$ cat config.mk
export PLATFORM = sky130hd
export DESIGN_NAME = signext_arbiter
export DESIGN_NICKNAME = d
export VERILOG_FILES = /design/src/rtl/signext_pkg.sv /design/src/rtl/signext.sv /design/src/rtl/signext_arbiter_rr_arb2.sv /design/src/rtl/signext_arbiter.sv
export SDC_FILE = /design/constraint.sdc
export NUM_CORES = 1
export LEC_CHECK = 0
export CAP_MARGIN = 20
export CORE_ASPECT_RATIO = 0.5
export CORE_UTILIZATION = 39
export DETAILED_ROUTE_END_ITERATION = 10
export PLACE_DENSITY = 0.95
export SLEW_MARGIN = 10
export SYNTH_ARGS = -nofsm -noshare
export SYNTH_HDL_FRONTEND = slang
export SYNTH_SLANG_ARGS = --single-unit
$ cat constraint.sdc
create_clock -name clk -period 2.1 [get_ports clk]
set_input_delay 0.21 -clock clk [delete_from_list [all_inputs] [get_ports clk]]
set_output_delay 0.21 -clock clk [all_outputs]
set_load 0.03 [all_outputs]
$ cat src/rtl/signext_pkg.sv
// Shared widths and enums for the immediate-extension arbiter slice.
package signext_pkg;

  localparam int DEF_IN_WIDTH  = 16;
  localparam int DEF_OUT_WIDTH = 32;

  typedef enum logic {
    REQ0 = 1'b0,
    REQ1 = 1'b1
  } req_id_t;

  typedef enum logic {
    EMPTY = 1'b0,
    FULL  = 1'b1
  } slot_state_t;

endpackage

$ cat src/rtl/signext.sv
// Sign-extends an IN_WIDTH immediate to OUT_WIDTH; purely combinational.
// Equal widths degenerate to a pass-through.
module signext #(
  parameter int IN_WIDTH  = 16,
  parameter int OUT_WIDTH = 32
) (
  input  logic [IN_WIDTH-1:0]  imm,
  output logic [OUT_WIDTH-1:0] ext
);

  generate
    if (OUT_WIDTH > IN_WIDTH) begin : g_extend
      assign ext = {{(OUT_WIDTH-IN_WIDTH){imm[IN_WIDTH-1]}}, imm};
    end else begin : g_pass
      assign ext = imm;
    end
  endgenerate

endmodule

$ cat src/rtl/signext_arbiter_rr_arb2.sv
// Two-requester round-robin arbiter: combinational grant, 0-cycle latency.
// last_grant moves only when the caller reports a completed transfer.
module rr_arb2
  import signext_pkg::*;
(
  input  logic clk,
  input  logic reset,
  input  logic req0,
  input  logic req1,
  input  logic update,
  output logic gnt0,
  output logic gnt1
);

  req_id_t last_grant;

  always_comb begin
    gnt0 = 1'b0;
    gnt1 = 1'b0;
    if (req0 && req1) begin
      // Contention: favour whoever did not win last time.
      if (last_grant == REQ1) gnt0 = 1'b1;
      else                    gnt1 = 1'b1;
    end else begin
      gnt0 = req0;
      gnt1 = req1;
    end
  end

  always_ff @(posedge clk) begin
    if (reset) begin
      last_grant <= REQ1;
    end else if (update) begin
      last_grant <= gnt1 ? REQ1 : REQ0;
    end
  end

endmodule

$ cat src/rtl/signext_arbiter.sv
// Round-robin shares one immediate extender between two requesters; 1-cycle latency.
// Single output slot: requesters see ready only when the slot is empty or draining.
module signext_arbiter
  import signext_pkg::*;
#(
  parameter int IN_WIDTH  = DEF_IN_WIDTH,
  parameter int OUT_WIDTH = DEF_OUT_WIDTH
) (
  input  logic                 clk,
  input  logic                 reset,
  input  logic                 req0_valid,
  output logic                 req0_ready,
  input  logic [IN_WIDTH-1:0]  req0_imm,
  input  logic                 req0_zext,
  input  logic                 req1_valid,
  output logic                 req1_ready,
  input  logic [IN_WIDTH-1:0]  req1_imm,
  input  logic                 req1_zext,
  output logic                 rsp_valid,
  input  logic                 rsp_ready,
  output logic [OUT_WIDTH-1:0] rsp_data,
  output logic                 rsp_id
);

  slot_state_t          state_q, state_d;
  req_id_t              rsp_id_q;
  logic                 gnt0, gnt1;
  logic                 can_accept;
  logic                 xfer;
  logic [IN_WIDTH-1:0]  sel_imm;
  logic                 sel_zext;
  logic [OUT_WIDTH-1:0] sext_val;
  logic [OUT_WIDTH-1:0] zext_val;
  logic [OUT_WIDTH-1:0] ext_val;

  rr_arb2 u_arb (
    .clk    (clk),
    .reset  (reset),
    .req0   (req0_valid),
    .req1   (req1_valid),
    .update (xfer),
    .gnt0   (gnt0),
    .gnt1   (gnt1)
  );

  assign rsp_valid  = (state_q == FULL);
  assign rsp_id     = rsp_id_q;
  assign can_accept = !rsp_valid || rsp_ready;

  // Readies are held low in reset so nothing transfers in a reset cycle.
  assign req0_ready = gnt0 && can_accept && !reset;
  assign req1_ready = gnt1 && can_accept && !reset;
  assign xfer       = (req0_valid && req0_ready) || (req1_valid && req1_ready);

  assign sel_imm  = gnt1 ? req1_imm  : req0_imm;
  assign sel_zext = gnt1 ? req1_zext : req0_zext;

  signext #(
    .IN_WIDTH  (IN_WIDTH),
    .OUT_WIDTH (OUT_WIDTH)
  ) u_signext (
    .imm (sel_imm),
    .ext (sext_val)
  );

  generate
    if (OUT_WIDTH > IN_WIDTH) begin : g_zext
      assign zext_val = {{(OUT_WIDTH-IN_WIDTH){1'b0}}, sel_imm};
    end else begin : g_zpass
      assign zext_val = sel_imm;
    end
  endgenerate

  assign ext_val = sel_zext ? zext_val : sext_val;

  always_comb begin
    state_d = state_q;
    if (xfer)           state_d = FULL;
    else if (rsp_ready) state_d = EMPTY;
  end

  // Payload holds its last value after a drain; only a transfer rewrites it.
  always_ff @(posedge clk) begin
    if (reset) begin
      state_q  <= EMPTY;
      rsp_data <= '0;
      rsp_id_q <= REQ0;
    end else begin
      state_q <= state_d;
      if (xfer) begin
        rsp_data <= ext_val;
        rsp_id_q <= gnt1 ? REQ1 : REQ0;
      end
    end
  end

endmodule

==> out/metrics.yaml <==
clock_network:
  root_buffer: "clkbuf_8"
  insertion_delay_ns: 0.26
  cts_resized: 0
  clock_path_buffers: 2
  postCtsSetupBuffers: 0
  cts.sinks: 20
  h-tree-depth: 1
  tritoncts: "built"
  cts_buffers: 3
  postCtsHoldBufs: 0
  clkTransAtPathRegs_ns: 0.07
sta:
  fin_crit_sh_pct: 87.11
  max_freq_mhz: 546.6
  finalSetupTns_ns: 0
  final_period_minus_worst_setup_slack_ns: 1.829
  slew_violations: 0
  worst_slack_ns: 0.2706
  worst_slew_pin_slew_ns: 0.4386
  rsz0062_at_grt: "no"
  slew-limit-headroom_pct: 70.72
  finalHoldViolCount: 0
  fin_worst_skew_ns: 0.002435
  finalSetupViolCount: 0
finish:
  antenna_cells: 0
  drive_above_1_share_pct: 12.70
  fill_cells: 206
  nets: 230
  synthToLayoutAreaGrowth_pct: 58.55
die:
  initial_core_util_pct: 42.82
  dieHeight_um: 40.50
  die_x_um: 79
  io_pins: 75
  die-area_sq_um: 3200
  core-area_sq_um: 2700
  std_cell_rows: 13
yosys:
  synth_area_sq_um: 1156
  seq_area_frac_synth_pct: 34.63
  yosysUniqueCellTypes: 24
  synth_cells: 133
  syn_avg_cell_area_sq_um: 8.693
  syn_nets: 172
  ys_seq_elements: 20
  yosysWarnings: 0
pwr:
  vdd_drop_max_uv: 292.5
  p_int_mw: 0.7447
  p_switching_mw: 0.3827
  switching_share_pct: 33.95
  power.density_nw_per_um2: 615.1
  clockPowerShare_pct: 22.4
  p_comb_share_pct: 39.1
  p_leak_nw: 0.6562
  sequentialPowerShare_pct: 38.6
critical_path:
  cp_slowest_cell: "clkdlybuf4s50_1"
  path_cells: "clkdlybuf4s50_1"
  cpLargestDelayFamily: "buffers and inverters"
  max_stage_delay_ns: 0.77
  cp.arrival_ns: 1.62
  cp_num_buf_inv: 1
  path_class: "flip-flop to output pin"
  required_ns: 1.89
  critPathLaunchType: "flip-flop"
  endpoint_kind: "output pin"
  worstPathMaxFanout: 17
hold_path:
  min_path_type: "flip-flop to flip-flop"
detailed_routing:
  route.detailed.drc: 0
  viasPerCell: 5.602
  postRouteAntennaNets: 0
  drt-total-wl_um: 3352
  drtIter0Drc: 83
  drt_pass1_iterations: 4
  wl_per_cell_um: 14.83
  vias: 1266
global_route:
  grt_overflow: 0
  grt_pass1_wl_um: 4892
  grtUsageTotal_pct: 20.84
  antenna_found_initial: 0
  grt_pass1_vias: 1076
  grt_max_degree: 22
placed_design:
  place_ws_ns: 0.3527
  dp_hpwl_um: 2554
  gp_congestion: 0.7639
  io_buffer_count: 74
run:
  maxCapViolCount: 0
status:
  status: "completed"
==> cells in the mapped netlist (all sizes together) <==
cell type | number | share of area (%)
nand3b | 2 | 1.3
a311oi | 17 | 18
nand2 | 33 | 11
a21bo | 1 | 0.87
nor3 | 2 | 0.87
o311ai | 1 | 0.76
or2 | 1 | 0.54
inv | 2 | 0.65
nor2b | 1 | 0.54
a21oi | 1 | 0.43
o21ai | 3 | 1.3
a31oi | 18 | 9.7
a21boi | 1 | 0.97
clkbuf | 6 | 1.9
dfxtp | 20 | 35
clkinv | 1 | 0.32
nand2b | 1 | 0.54
and3 | 1 | 0.97
buf | 21 | 15
==> layout by cell type (no fill, tap or decap), drive strengths merged <==
| cell type | Yosys | routed |
|---|---|---|
| a21bo | 1 | 1 |
| a31oi | 18 | 18 |
| a311oi | 17 | 17 |
| nor2b | 1 | 1 |
| nand3b | 2 | 2 |
| nand2b | 1 | 1 |
| nand2 | 33 | 33 |
| inv | 2 | 2 |
| a21boi | 1 | 1 |
| o311ai | 1 | 1 |
| a21oi | 1 | 1 |
| o21ai | 3 | 3 |
| or2 | 1 | 1 |
| buf | 21 | 8 |
| dfxtp | 20 | 20 |
| clkinv | 1 | 1 |
| clkbuf | 6 | 3 |
| clkdlybuf4s50 | 0 | 72 |
| and3 | 1 | 1 |
| nor3 | 2 | 2 |
==> power by group through the flow <==
stage,registers [mW],clock network (mW),logic [mW]
2_1_floorplan,0.499,0,0.213
3_3_place_gp,0.442,0,0.427
3_5_place_dp,0.444,0,0.439
4_1_cts,0.435,0.253,0.440
5_1_grt,0.438,0.271,0.464
6_report,0.435,0.252,0.441
==> per-stage QoR <==
step           instances  instance area [sq um]  hold WS, ns  util, %  total power [mW]
2_1_floorplan        133                   1156       0.2821        -            0.7121
3_3_place_gp         223                   1792       0.4754    66.36            0.8695
3_5_place_dp         223                   1792       0.4774    66.36            0.8826
4_1_cts              226                   1833       0.4889    67.89             1.128
5_1_grt              226                   1833       0.5161    67.89             1.173
6_report             226                   1833       0.4889    67.89             1.127
==> logic make-up after synthesis <==
family / after synthesis / share of synthesized area, %
buffers and inverters: 30 / 17.53
DFF: 20 / 34.63
and+or+nand+nor: 41 / 15.48
AOI/OAI and AO/OA: 42 / 32.36
==> routing by layer <==
layer / routed length (um) / track usage [%] / vias to the layer above / share of wire, %
li1: - / - / 588 / -
met1: 1263 / 23.31 / 603 / 38
met2: 1814 / 40.52 / 67 / 54
met3: 205 / 3.864 / 8 / 6.1
met4: 69 / 10.45 / 0 / 2.1
met5: 0 / 0 / - / 0
==> flip-flops by register name, indices dropped and copies added, names as in the netlist <==
name	count
rsp_data	17
rsp_id	1
rsp_valid	1
u_arb.last_grant	1
==> path summary, 6_finish.rpt <==
kind / start / to / cells past startpoint / slack, ns
worst max register to register: u_arb.last_grant / rsp_data[5] / 3 / 0.75
worst min-delay path: rsp_id / rsp_id / 2 / 0.49
worst min register to register: rsp_id / rsp_id / 2 / 0.49
worst max-delay path: rsp_data[30] / rsp_data[16] / 1 / 0.27
==> layout make-up <==
| class | instances | area, sq um | share of cell area (%) |
|---|---|---|---|
| timing repair buffer | 80 | 780.7 | 42.59 |
| multi-input combinational | 83 | 553.0 | 30.17 |
| sequential | 20 | 400.4 | 21.84 |
| tap | 37 | 46.29 | 2.526 |
| clock buffer | 3 | 41.29 | 2.253 |
| inverter | 3 | 11.26 | 0.6143 |
Note: power is estimated with default switching activity, not from simulation.
